[src/rtl/alu_scheduler.sv]
// Two-requester sequencer for the shared ALU: grants one operation, holds its operands
// for a settling cycle, captures result/flags, returns a tagged response.
// Optional build macro: ALU_SCHED_FIXED_PRIO_EN (req0 always wins ties; default is round-robin).
module alu_scheduler #(
  parameter int OPW = 3,
  parameter int DW  = 6
) (
  input  logic           clk,
  input  logic           reset,
  input  logic           req0_valid,
  input  logic [OPW-1:0] req0_op,
  input  logic [DW-1:0]  req0_a,
  input  logic [DW-1:0]  req0_b,
  output logic           req0_ready,
  input  logic           req1_valid,
  input  logic [OPW-1:0] req1_op,
  input  logic [DW-1:0]  req1_a,
  input  logic [DW-1:0]  req1_b,
  output logic           req1_ready,
  output logic [OPW-1:0] alu_op,
  output logic [DW-1:0]  alu_a,
  output logic [DW-1:0]  alu_b,
  input  logic [DW-1:0]  alu_arith,
  input  logic [DW-1:0]  alu_comp,
  input  logic           alu_z,
  input  logic           alu_v,
  input  logic           alu_n,
  output logic           rsp_valid,
  input  logic           rsp_ready,
  output logic           rsp_id,
  output logic [DW-1:0]  rsp_y,
  output logic           rsp_z,
  output logic           rsp_v,
  output logic           rsp_n,
  output logic [7:0]     ops_done
);

  typedef enum logic [1:0] {IDLE, EXEC, RESP} state_t;

  state_t state, state_nxt;
  logic   last_grant;
  logic   gnt_id;
  logic   accept;

  always_ff @(posedge clk or posedge reset) begin
    // NOTE: sequential state uses non-blocking assignments so every register samples pre-edge values.
    if (reset) state <= IDLE;
    else       state <= state_nxt;
  end

  always_comb begin
    // NOTE: every output of this block gets a default first, so no path can infer a latch.
    state_nxt  = state;
    accept     = 1'b0;
    req0_ready = 1'b0;
    req1_ready = 1'b0;
`ifdef ALU_SCHED_FIXED_PRIO_EN
    gnt_id = ~req0_valid & req1_valid;
`else
    if (req0_valid && req1_valid) gnt_id = ~last_grant;
    else                          gnt_id = req1_valid;
`endif
    case (state)
      IDLE: begin
        // Reset gates ready so nothing is handshaken while the block is held in reset.
        if (!reset && (req0_valid || req1_valid)) begin
          accept     = 1'b1;
          req0_ready = ~gnt_id;
          req1_ready = gnt_id;
          state_nxt  = EXEC;
        end
      end
      EXEC:    state_nxt = RESP;
      RESP:    if (rsp_ready) state_nxt = IDLE;
      default: state_nxt = IDLE;
    endcase
  end

  assign rsp_valid = (state == RESP);

  always_ff @(posedge clk or posedge reset) begin
    if (reset) begin
      alu_op     <= '0;
      alu_a      <= '0;
      alu_b      <= '0;
      last_grant <= 1'b1;
      rsp_id     <= 1'b0;
      rsp_y      <= '0;
      rsp_z      <= 1'b0;
      rsp_v      <= 1'b0;
      rsp_n      <= 1'b0;
      ops_done   <= '0;
    end else begin
      if (accept) begin
        alu_op     <= gnt_id ? req1_op : req0_op;
        alu_a      <= gnt_id ? req1_a  : req0_a;
        alu_b      <= gnt_id ? req1_b  : req0_b;
        last_grant <= gnt_id;
        rsp_id     <= gnt_id;
      end
      // Ops 0 and 1 are arithmetic; everything else reads the comparison unit.
      if (state == EXEC) begin
        rsp_y <= (alu_op == '0 || alu_op == OPW'(1)) ? alu_arith : alu_comp;
        rsp_z <= alu_z;
        rsp_v <= alu_v;
        rsp_n <= alu_n;
      end
      if (state == RESP && rsp_ready) ops_done <= ops_done + 8'd1;
    end
  end

endmodule
[config.mk]
export PLATFORM = sky130hd
export DESIGN_NAME = alu_scheduler
export DESIGN_NICKNAME = d
export VERILOG_FILES = /design/src/rtl/alu_scheduler.sv
export SDC_FILE = /design/constraint.sdc
export NUM_CORES = 1
export LEC_CHECK = 0
export ABC_AREA = 1
export CELL_PAD_IN_SITES_DETAIL_PLACEMENT = 2
export CELL_PAD_IN_SITES_GLOBAL_PLACEMENT = 2
export CORE_ASPECT_RATIO = 1.4
export CORE_MARGIN = 1
export CORE_UTILIZATION = 23
export CTS_BUF_LIST = sky130_fd_sc_hd__clkbuf_4
export CTS_CLUSTER_SIZE = 8
export DETAILED_ROUTE_END_ITERATION = 8
export GPL_ROUTABILITY_DRIVEN = 0
export MAX_ROUTING_LAYER = met4
export PLACE_DENSITY = 0.95
export SLEW_MARGIN = 30
export SYNTH_ARGS = -nofsm -noshare
export SYNTH_HDL_FRONTEND = slang
export SYNTH_SLANG_ARGS = --single-unit
[constraint.sdc]
create_clock -name clk -period 5.2 [get_ports clk]
set_clock_uncertainty 0.05 [all_clocks]
set_input_delay 0.52 -clock clk [delete_from_list [all_inputs] [get_ports clk]]
set_output_delay 0.52 -clock clk [all_outputs]
set_load 0.02 [all_outputs]
==> reports/qor.csv <==
stage;metric;value;unit
clock_tree;clock-pin slew reported for the worst setup and hold paths after clock tree synthesis;110;ps
placement;DPL Wire Length;4760;um
sta;count of pins over their slew limit;0;
clock_tree;# H-tree levels;2;
logic_synthesis;number of standard cells after synthesis;228;
cells_and_area;area of combinational cells with multiple inputs;739;um2
placement;cell count after placement;407;
cells_and_area;count of antenna diodes in the layout;0;
route;violation count after the first detailed-route iteration;77;
clock_tree;Post-CTS Hold Buffers;0;
floorplanning;Chip Height;105;um
floorplanning;die footprint;7900;um2
route;Initial DRT Pass Iterations;3;
power;power density cells;453;nW/um2
floorplanning;effective utilization at floorplan;23.7;%
critical_path;arrival time at the worst endpoint;2760;ps
flow_run;MaxCap Viol Count;0;
floorplanning;top-level port count;86;
route;DRC Markers;0;
route;residual antenna-violating net count after detailed routing;0;
global_routing;remaining global-route overflow;0;
cells_and_area;final-stage net count;368;
critical_path;nature of the critical path startpoint;input pin;
sta;max-slew headroom at the worst pin;65.7;%
sta;number of failing hold endpoints at the final stage;0;
sta;final-layout setup total negative slack;0;ps
sta;Highest Clock Rate;301;MHz
power;leakage power;1.33;nW
power;largest voltage drop on the vdd net;150;uV
logic_synthesis;Syn Area/Cell;7.61;um2
critical_path;most numerous cell on the critical path;sky130_fd_sc_hd__clkdlybuf4s50_1;
logic_synthesis;part of the Yosys area used for sequential elements;52.0;%
floorplanning;Core Region;7310;um2
clock_tree;Num Clock Sinks;36;
clock_tree;buffer levels on the longest clock path;2;
critical_path;Crit. End Element;primary output;
route;via density per instance;4.37;
critical_path;cell breakdown of the critical path;clkdlybuf4s50_1, clkinv_1, buf_4, o21ai_2, nor2_8, inv_4, nor2_1, clkdlybuf4s50_1;
critical_path;required time reported for the critical path endpoint;4630;ps
clock_tree;CTS tree;built;
cells_and_area;number of standard cells in the final layout excluding fillers;415;
cells_and_area;filler instances;889;
cells_and_area;Layout Area Growth over Synthesis;57.9;%
placement;Area after DPL;2680;um2
global_routing;pin count of the biggest net entering global routing;38;
logic_synthesis;number of register bits inferred by synthesis;36;
placement;Port Buffer Count;85;
logic_synthesis;total nets after synthesis;279;
global_routing;Total GRT Usage;17.0;%
critical_path;Crit Path Category;in -> out;
critical_path;delay of the slowest cell on the worst path;610;ps
logic_synthesis;cell area after synthesis;1740;um2
route;vias after detailed routing;1813;
clock_tree;Clk Latency, worst-skew pair;330;ps
critical_path;Critical Path Fanout Max;37;
sta;measured slew at the worst slew-check pin;514;ps
route;routed length per placed instance;14.4;um
cells_and_area;footprint of the flip-flops and latches;902;um2
global_routing;number of antenna violations at the first check in global routing;0;
clock_tree;post-cts gate resize count;0;
sta;fraction of the cycle the final worst path needs;64.0;%
critical_path;reg-to-reg slack, setup;3680;ps
logic_synthesis;total number of yosys warnings;0;
sta;shortest period the worst path allows;3330;ps
floorplanning;overall die width;75.4;um
cells_and_area;fraction of final layout cells with drive strength greater than 1;6.60;%
sta;RSZ-0062 raised after global routing;no;
global_routing;first-pass GRT wire length;9940;um
clock_tree;postcts setup bufs;0;
outcome;run status;completed;
hold_path;worst hold-check path type;reg -> reg;
route;wirelength, routed;5980;um
critical_path;slowest cell on the critical path;sky130_fd_sc_hd__clkdlybuf4s50_1;
sta;number of setup violations in the final report;0;
clock_tree;number of buffers created by CTS;5;
clock_tree;Root Buffer Master;sky130_fd_sc_hd__clkbuf_4;
floorplanning;cell row count;37;
cells_and_area;Post-Layout Inst Area;2740;um2
global_routing;via count of the first global-routing pass;2101;
logic_synthesis;count of different cell masters after synthesis;22;
## where the power goes
| group | total [mW] | switching, mW | internal, mW |
|---|---|---|---|
| registers | 0.469 | 0.0796 | 0.390 |
| logic | 0.615 | 0.334 | 0.281 |
| clock network | 0.156 | 0.0931 | 0.0625 |
## routing by layer
layer	routed length (um)	vias to the layer above	track usage (%)	part of all wire (%)
met5	0	-	-	0
met4	87	0	4.37	1.5
met3	182	8	2.03	3.0
met2	3640	44	33.4	61
met1	2070	894	16.7	35
li1	-	867	-	-
## placed cells by master (no fill, tap or decap), types with 2 or more instances in the layout
cell                                n
sky130_fd_sc_hd__dfrtp_1           35
sky130_fd_sc_hd__nand3_1            5
sky130_fd_sc_hd__clkdlybuf4s50_1   85
sky130_fd_sc_hd__nand2_2            2
sky130_fd_sc_hd__o21ai_0           12
sky130_fd_sc_hd__inv_2              4
sky130_fd_sc_hd__clkbuf_4           7
sky130_fd_sc_hd__nand2_1          130
sky130_fd_sc_hd__clkinv_1           2
sky130_fd_sc_hd__inv_1             10
sky130_fd_sc_hd__nor2_1            12
sky130_fd_sc_hd__xnor2_1            3
## worst paths after layout
path / from / end / cells after the start
max: reset / req0_ready / 8
min: last_grant / last_grant / 2
max reg2reg: last_grant / alu_b[0] / 7
min reg2reg: last_grant / last_grant / 2
max in group asynchronous: reset / last_grant / 3
min in group asynchronous: reset / alu_b[2] / 3
## cell usage after synthesis
cell                      count  area (um2)
sky130_fd_sc_hd__nand2_1    130         488
sky130_fd_sc_hd__dfrtp_1     35         876
sky130_fd_sc_hd__nor2_1      12        45.0
sky130_fd_sc_hd__o21ai_0     12        60.1
sky130_fd_sc_hd__inv_1       11        41.3
sky130_fd_sc_hd__nand3_1      5        25.0
sky130_fd_sc_hd__inv_2        4        15.0
sky130_fd_sc_hd__xnor2_1      3        26.3
sky130_fd_sc_hd__buf_4        2        15.0
sky130_fd_sc_hd__nand2_2      2        12.5
sky130_fd_sc_hd__buf_2        1        5.00
sky130_fd_sc_hd__buf_6        1        11.3
sky130_fd_sc_hd__dfstp_2      1        26.3
sky130_fd_sc_hd__ha_1         1        12.5
sky130_fd_sc_hd__inv_4        1        6.26
sky130_fd_sc_hd__nand3_2      1        10.0
sky130_fd_sc_hd__nor2_2       1        6.26
sky130_fd_sc_hd__nor2_4       1        11.3
sky130_fd_sc_hd__nor2_8       1        20.0
sky130_fd_sc_hd__o21ai_1      1        5.00
sky130_fd_sc_hd__o21ai_2      1        8.76
sky130_fd_sc_hd__xor2_1       1        8.76
## through the flow
stage | setup WS (ps) | power, mW | util (%) | hold WS [ps]
6_report | 1870 | 1.24 | 37.5 | 432
5_1_grt | 1660 | 1.33 | 37.5 | 451
4_1_cts | 1790 | 1.27 | 37.5 | 435
3_5_place_dp | 1810 | 1.11 | 36.7 | 411
3_3_place_gp | 1890 | 1.08 | 36.7 | 406
2_1_floorplan | 2430 | 0.776 | - | 392
## cell type report
class                   instances  area share, %
repair buffers                 86           31.3
clock buffers                   7           1.92
inverters                      16           2.28
clock inverters                 1          0.137
flip-flops and latches         36           32.9
multi-input cells             172           27.0
well taps                      97           4.43
## cells by family (layout without fill, tap and decap cells)
family,after synthesis,count (layout),share of synthesized area [%]
AOI/OAI and AO/OA,14,14,4.25
xor gates and xnor gates,4,4,2.02
adders and majority gates,1,1,0.721
buffers and inverters,20,110,5.41
DFF,36,36,52.0
and+or+nand+nor,153,153,35.6
## registers in the layout (all words and copies together), names as in the netlist, 2 cells and up
| register | flops |
|---|---|
| ops_done | 8 |
| alu_a | 6 |
| alu_b | 6 |
| rsp_y | 6 |
| alu_op | 3 |
| state | 2 |
## worst max-delay path: cells and delay by family
| family | cells | cell delay, ps |
|---|---|---|
| AO/OA/AOI/OAI | 1 | 180 |
| AND/OR/NAND/NOR | 2 | 390 |
| buffers and inverters | 5 | 1650 |
(Power assumes the default switching activity.)
==> RTL change 1, RTL diff (same settings) <==
Reset style: synchronous (`reset`), changed in 2 clocked blocks.
--- a/src/rtl/alu_scheduler.sv
+++ b/src/rtl/alu_scheduler.sv
@@ -43,5 +43,5 @@
   logic   accept;
 
-  always_ff @(posedge clk or posedge reset) begin
+  always_ff @(posedge clk) begin
     // NOTE: sequential state uses non-blocking assignments so every register samples pre-edge values.
     if (reset) state <= IDLE;
@@ -79,5 +79,5 @@
   assign rsp_valid = (state == RESP);
 
-  always_ff @(posedge clk or posedge reset) begin
+  always_ff @(posedge clk) begin
     if (reset) begin
       alu_op     <= '0;
Function: differs if reset is asserted again (counterexample within 4 cycles, from zero or initial values and one cycle with reset high); with reset held inactive, the same outputs for 10 cycles.
==> RTL change 1 against the original RTL <==
- register-to-register slack worse by 0.03 ns
- routed wire length rose by 1.3%
- worst setup slack worse by 0.24 ns
- design area is 3.8% lower
- highest routed layer unchanged
- global-route usage grew 0.55 points
- sequential cell count did not move
- synthesized area fell by 3.4%
- count of clock-buffer cells in the layout decreased by 2
Power is not compared: it rests on default switching activity, and its combinational part moved more than twofold at a synthesized area within 25%.
==> RTL change 1: results (changes against the original RTL) <==
Global routing
  – First-pass GRT wire length: 9763 um (was 9942 um)
  – Vias in the first global route: 2039 (was 2101)
  – Overall Global Routing Usage: 0.1760 (was 0.1705)
  – Largest net degree at the start of global routing: 20 (was 38)
  – Initial antenna violation count: 1 (was 0)

Setup path
  – Reg-to-reg endpoint: rsp_v$_SDFFE_PP0N_ (was alu_b[0]$_DFFE_PP0P_)
  – R2R setup slack: 3.65 ns (was 3.68 ns)
  – CP max stage delay: 0.78 ns (was 0.61 ns)
  – Critical path fanouts, max: 19 (was 37)
  – Reg2Reg Depth: 5 (was 7)
  – Crit path DAT: 3.00 ns (was 2.76 ns)
  – Reg2reg start: state[0]$_SDFFE_PP0P_ (was last_grant$_DFFE_PP1P_)

Routing
  – Wire length on met3: 205 um (was 182 um)
  – Metal2 WL: 3518 um (was 3640 um)
  – TritonRoute pass-1 iters: 4 (was 3)
  – WL/cell: 14.42 um (was 14.41 um)
  – Post-Route WL: 6056 um (was 5980 um)
  – Initial DRC Count: 36 (was 77)
  – M1 WL: 2235 um (was 2070 um)

Final layout
  – Nets: 374 (was 368)
  – Layout cells sized above 1: 0.05864 (was 0.06604)

Synthesis
  – Register area share after synthesis: 0.4299 (was 0.5198)
  – Area contributors post-synth: dfxtp_1 (43%), nand2_1 (19%), nand3_1 (7.8%) (was dfrtp_1 (50%), nand2_1 (28%), o21ai_0 (3.5%))
  – Synth Net Count: 292 (was 279)
  – Asr flop ratio synth: 0 (was 1.000)
  – Cells after Synth: 241 (was 228)

Run status
  – Status: finished, final reports clean (unchanged)

Placement
  – Setup Slack @ Placement: 1.611 ns (was 1.808 ns)
  – Placed wire-length estimate: 4850 um (was 4759 um)

Hold path
  – Hold EP: alu_a[1]$_SDFFE_PP0P_ (was last_grant$_DFFE_PP1P_)
  – Min-delay src: alu_a[1]$_SDFFE_PP0P_ (was last_grant$_DFFE_PP1P_)

CTS
  – Latest clock arrival within the worst-skew pair: 0.36 ns (was 0.33 ns)

Timing
  – Least-Margin Pin Slew: 0.7415 ns (was 0.5140 ns)
[RTL change 1: changes by cell type after synthesis, sizes merged, moves of 8 or more]
cell   before  now
nand2     132   89
nor2       15   25
dfxtp       0   36
o21ai      14    6
nand3       6   26
a21oi       0   22
dfrtp      35    0
[RTL change 1: report_power, final]
group / leakage [nW] / switching, mW / internal (mW)
registers: 0.294 / 0.0124 / 0.294
logic: 0.758 / 0.0919 / 0.0842
clock network: 0.0349 / 0.105 / 0.0519
total: 1.09 / 0.209 / 0.430
[RTL change 1: layout make-up]
cell class	instances	area, um^2
Clock buffer	5	37.54
Sequential cell	36	720.7
Fill cell	847	4390
Timing Repair Buffer	85	850.8
Inverter	18	72.57
Tap cell	95	118.9
Clock inverter	3	18.77
Multi-Input combinational cell	177	814.5
Antenna cell	1	2.502
[RTL change 1: cell families after synthesis]
logic type | share of synthesized area
compound gates | 0.1104
simple gates | 0.3627
flops | 0.4299
xor+xnor | 0.005225
buf+inv | 0.08433
fa+ha+maj | 0.007461
[RTL change 1: through the flow]
stage | hold WS (ns) | instance area, um^2
5_1_grt | 0.4614 | 2636
2_1_floorplan | 0.3984 | 1677
6_report | 0.4308 | 2636
4_1_cts | 0.4397 | 2634
3_5_place_dp | 0.4165 | 2577
3_3_place_gp | 0.4118 | 2577
[RTL change 1: worst register-to-register path: stages (launching register included)]
cell	delay, ns
dfxtp_1	0.40
inv_1	0.09
nor2_2	0.50
inv_1	0.22
nor2_1	0.15
nor2_1	0.06
[RTL change 1: routing by layer]
metal | global-route usage | vias to the layer above
li1 | - | 937
met1 | 0.1728 | 897
met2 | 0.3392 | 48
met3 | 0.02835 | 7
met4 | 0.06213 | 0
met5 | - | -
==> RTL change 2, RTL diff (same settings) <==
Without the edit above. Build with the macro `ALU_SCHED_FIXED_PRIO_EN` defined.
--- a/src/rtl/alu_scheduler.sv
+++ b/src/rtl/alu_scheduler.sv
@@ -2,4 +2,6 @@
 // for a settling cycle, captures result/flags, returns a tagged response.
 // Optional build macro: ALU_SCHED_FIXED_PRIO_EN (req0 always wins ties; default is round-robin).
+`define ALU_SCHED_FIXED_PRIO_EN
+
 module alu_scheduler #(
   parameter int OPW = 3,
Behaviour: not the same (a bounded check fails within 4 cycles, from zero or initial values and one cycle with reset high).
==> RTL change 2 against the original RTL <==
- routed wire length grew 0.89%
- largest cell class unchanged
- critical path type unchanged
- non-clock buffer count is the same
- sequential power shrank 4%
- core utilization shrank 0.14 points
- largest power group unchanged
- final cell count grew 0.96%
- worst setup slack lost 0.018 ns
- sequential cell count shrank 1
- synthesized area shrank 0.36%
- design area shrank 0.37%
- power shrank 4.0%
==> RTL change 2: results (changes against the original RTL) <==
Routing
  – Initial DRC Count: 49 (was 77)
  – TritonRoute pass-1 iters: 4 (was 3)
  – WL/cell: 14.40 um (was 14.41 um)
  – Post-Route WL: 6033 um (was 5980 um)
  – DR vias: 1822 (was 1813)

Synthesis
  – Post-synth top cells: nand2_1 (135), dfrtp_1 (35), nor2_1 (13), o21ai_0 (13), inv_1 (10) (was nand2_1 (130), dfrtp_1 (35), nor2_1 (12), o21ai_0 (12), inv_1 (11))
  – Post-synthesis adder-cell area fraction: 0.007236 (was 0.007210)
  – Synth Net Count: 283 (was 279)
  – Register area share after synthesis: 0.5065 (was 0.5198)
  – Synth Area in Compound Gates: 0.04269 (was 0.04254)
  – Area contributors post-synth: dfrtp_1 (51%), nand2_1 (29%), o21ai_0 (3.8%) (was dfrtp_1 (50%), nand2_1 (28%), o21ai_0 (3.5%))
  – Post-synthesis xor/xnor area fraction: 0.02026 (was 0.02019)
  – Mux contribution to synthesized area: 0 (unchanged)
  – Netlist cell types: 18 (was 22)
  – Cells after Synth: 232 (was 228)

Global routing
  – Vias in the first global route: 2106 (was 2101)
  – First-pass GRT wire length: 9956 um (was 9942 um)
  – Overall Global Routing Usage: 0.1705 (about the same)
  – Largest net degree at the start of global routing: 37 (was 38)

Power
  – Leak pwr: 1.337 nW (was 1.329 nW)
  – VDD IR-drop max: 166.8 uV (was 149.5 uV)

Final layout
  – # fillers: 878 (was 889)
  – Layout cells sized above 1: 0.06522 (was 0.06604)
  – Area grow syn2layout: 57.89% (about the same)
  – Nets: 372 (was 368)

Setup path
  – Reg2Reg Depth: 4 (was 7)
  – Critical path fanouts, max: 36 (was 37)
  – R2R setup slack: 3.75 ns (was 3.68 ns)
  – Crit path DAT: 2.78 ns (was 2.76 ns)
  – Reg2reg start: alu_op[2]$_DFFE_PP0P_ (was last_grant$_DFFE_PP1P_)
  – Reg-to-reg endpoint: rsp_y[3]$_DFFE_PP0N_ (was alu_b[0]$_DFFE_PP0P_)

Timing
  – Min Tclk post-route: 3.346 ns (was 3.327 ns)
  – Worst slew margin: 0.6788 (was 0.6573)
  – Min Hold Slack: 0.4368 ns (was 0.4315 ns)

Placement
  – Setup Slack @ Placement: 1.797 ns (was 1.808 ns)
  – Placed cells: 411 (was 407)
  – Placed wire-length estimate: 4861 um (was 4759 um)
  – Placed instance area: 2678 um^2 (was 2684 um^2)

Hold path
  – Hold EP: rsp_v$_DFFE_PP0N_ (was last_grant$_DFFE_PP1P_)
  – Min-delay src: rsp_v$_DFFE_PP0N_ (was last_grant$_DFFE_PP1P_)

Run status
  – Status: finished, final reports clean (unchanged)

CTS
  – Latest clock arrival within the worst-skew pair: between 0.3 and 0.4 ns
==> RTL change 2: cell types whose count changed in the layout (fill, tap and decap cells not counted), moves of 2 or more <==
cell | unedited run | this run
inv_2 | 4 | 6
nand2_1 | 130 | 135
nand3_1 | 5 | 2
xnor2_1 | 3 | 0
xor2_1 | 1 | 4
==> RTL change 2: power by group through the flow <==
stage	registers (mW)	logic, mW	clock network (mW)
after global placement	0.455	0.580	0
after global routing	0.463	0.647	0.163
after CTS	0.453	0.605	0.156
after floorplan	0.565	0.172	0
final	0.450	0.593	0.148
after detailed placement	0.459	0.602	0
==> RTL change 2: area by class of cell <==
type,instances,area share
clock buffers,6,0.01650
flip-flops and latches,35,0.3208
clock inverters,2,0.002750
repair buffers,86,0.3144
well taps,97,0.04445
multi-input cells,177,0.2791
inverters,16,0.02200
==> RTL change 2: per-layer routing <==
metal,share of wire,global-route usage
met1,0.36,0.1759
met2,0.59,0.3221
met3,0.026,0.01446
met4,0.023,0.05820
met5,0,-
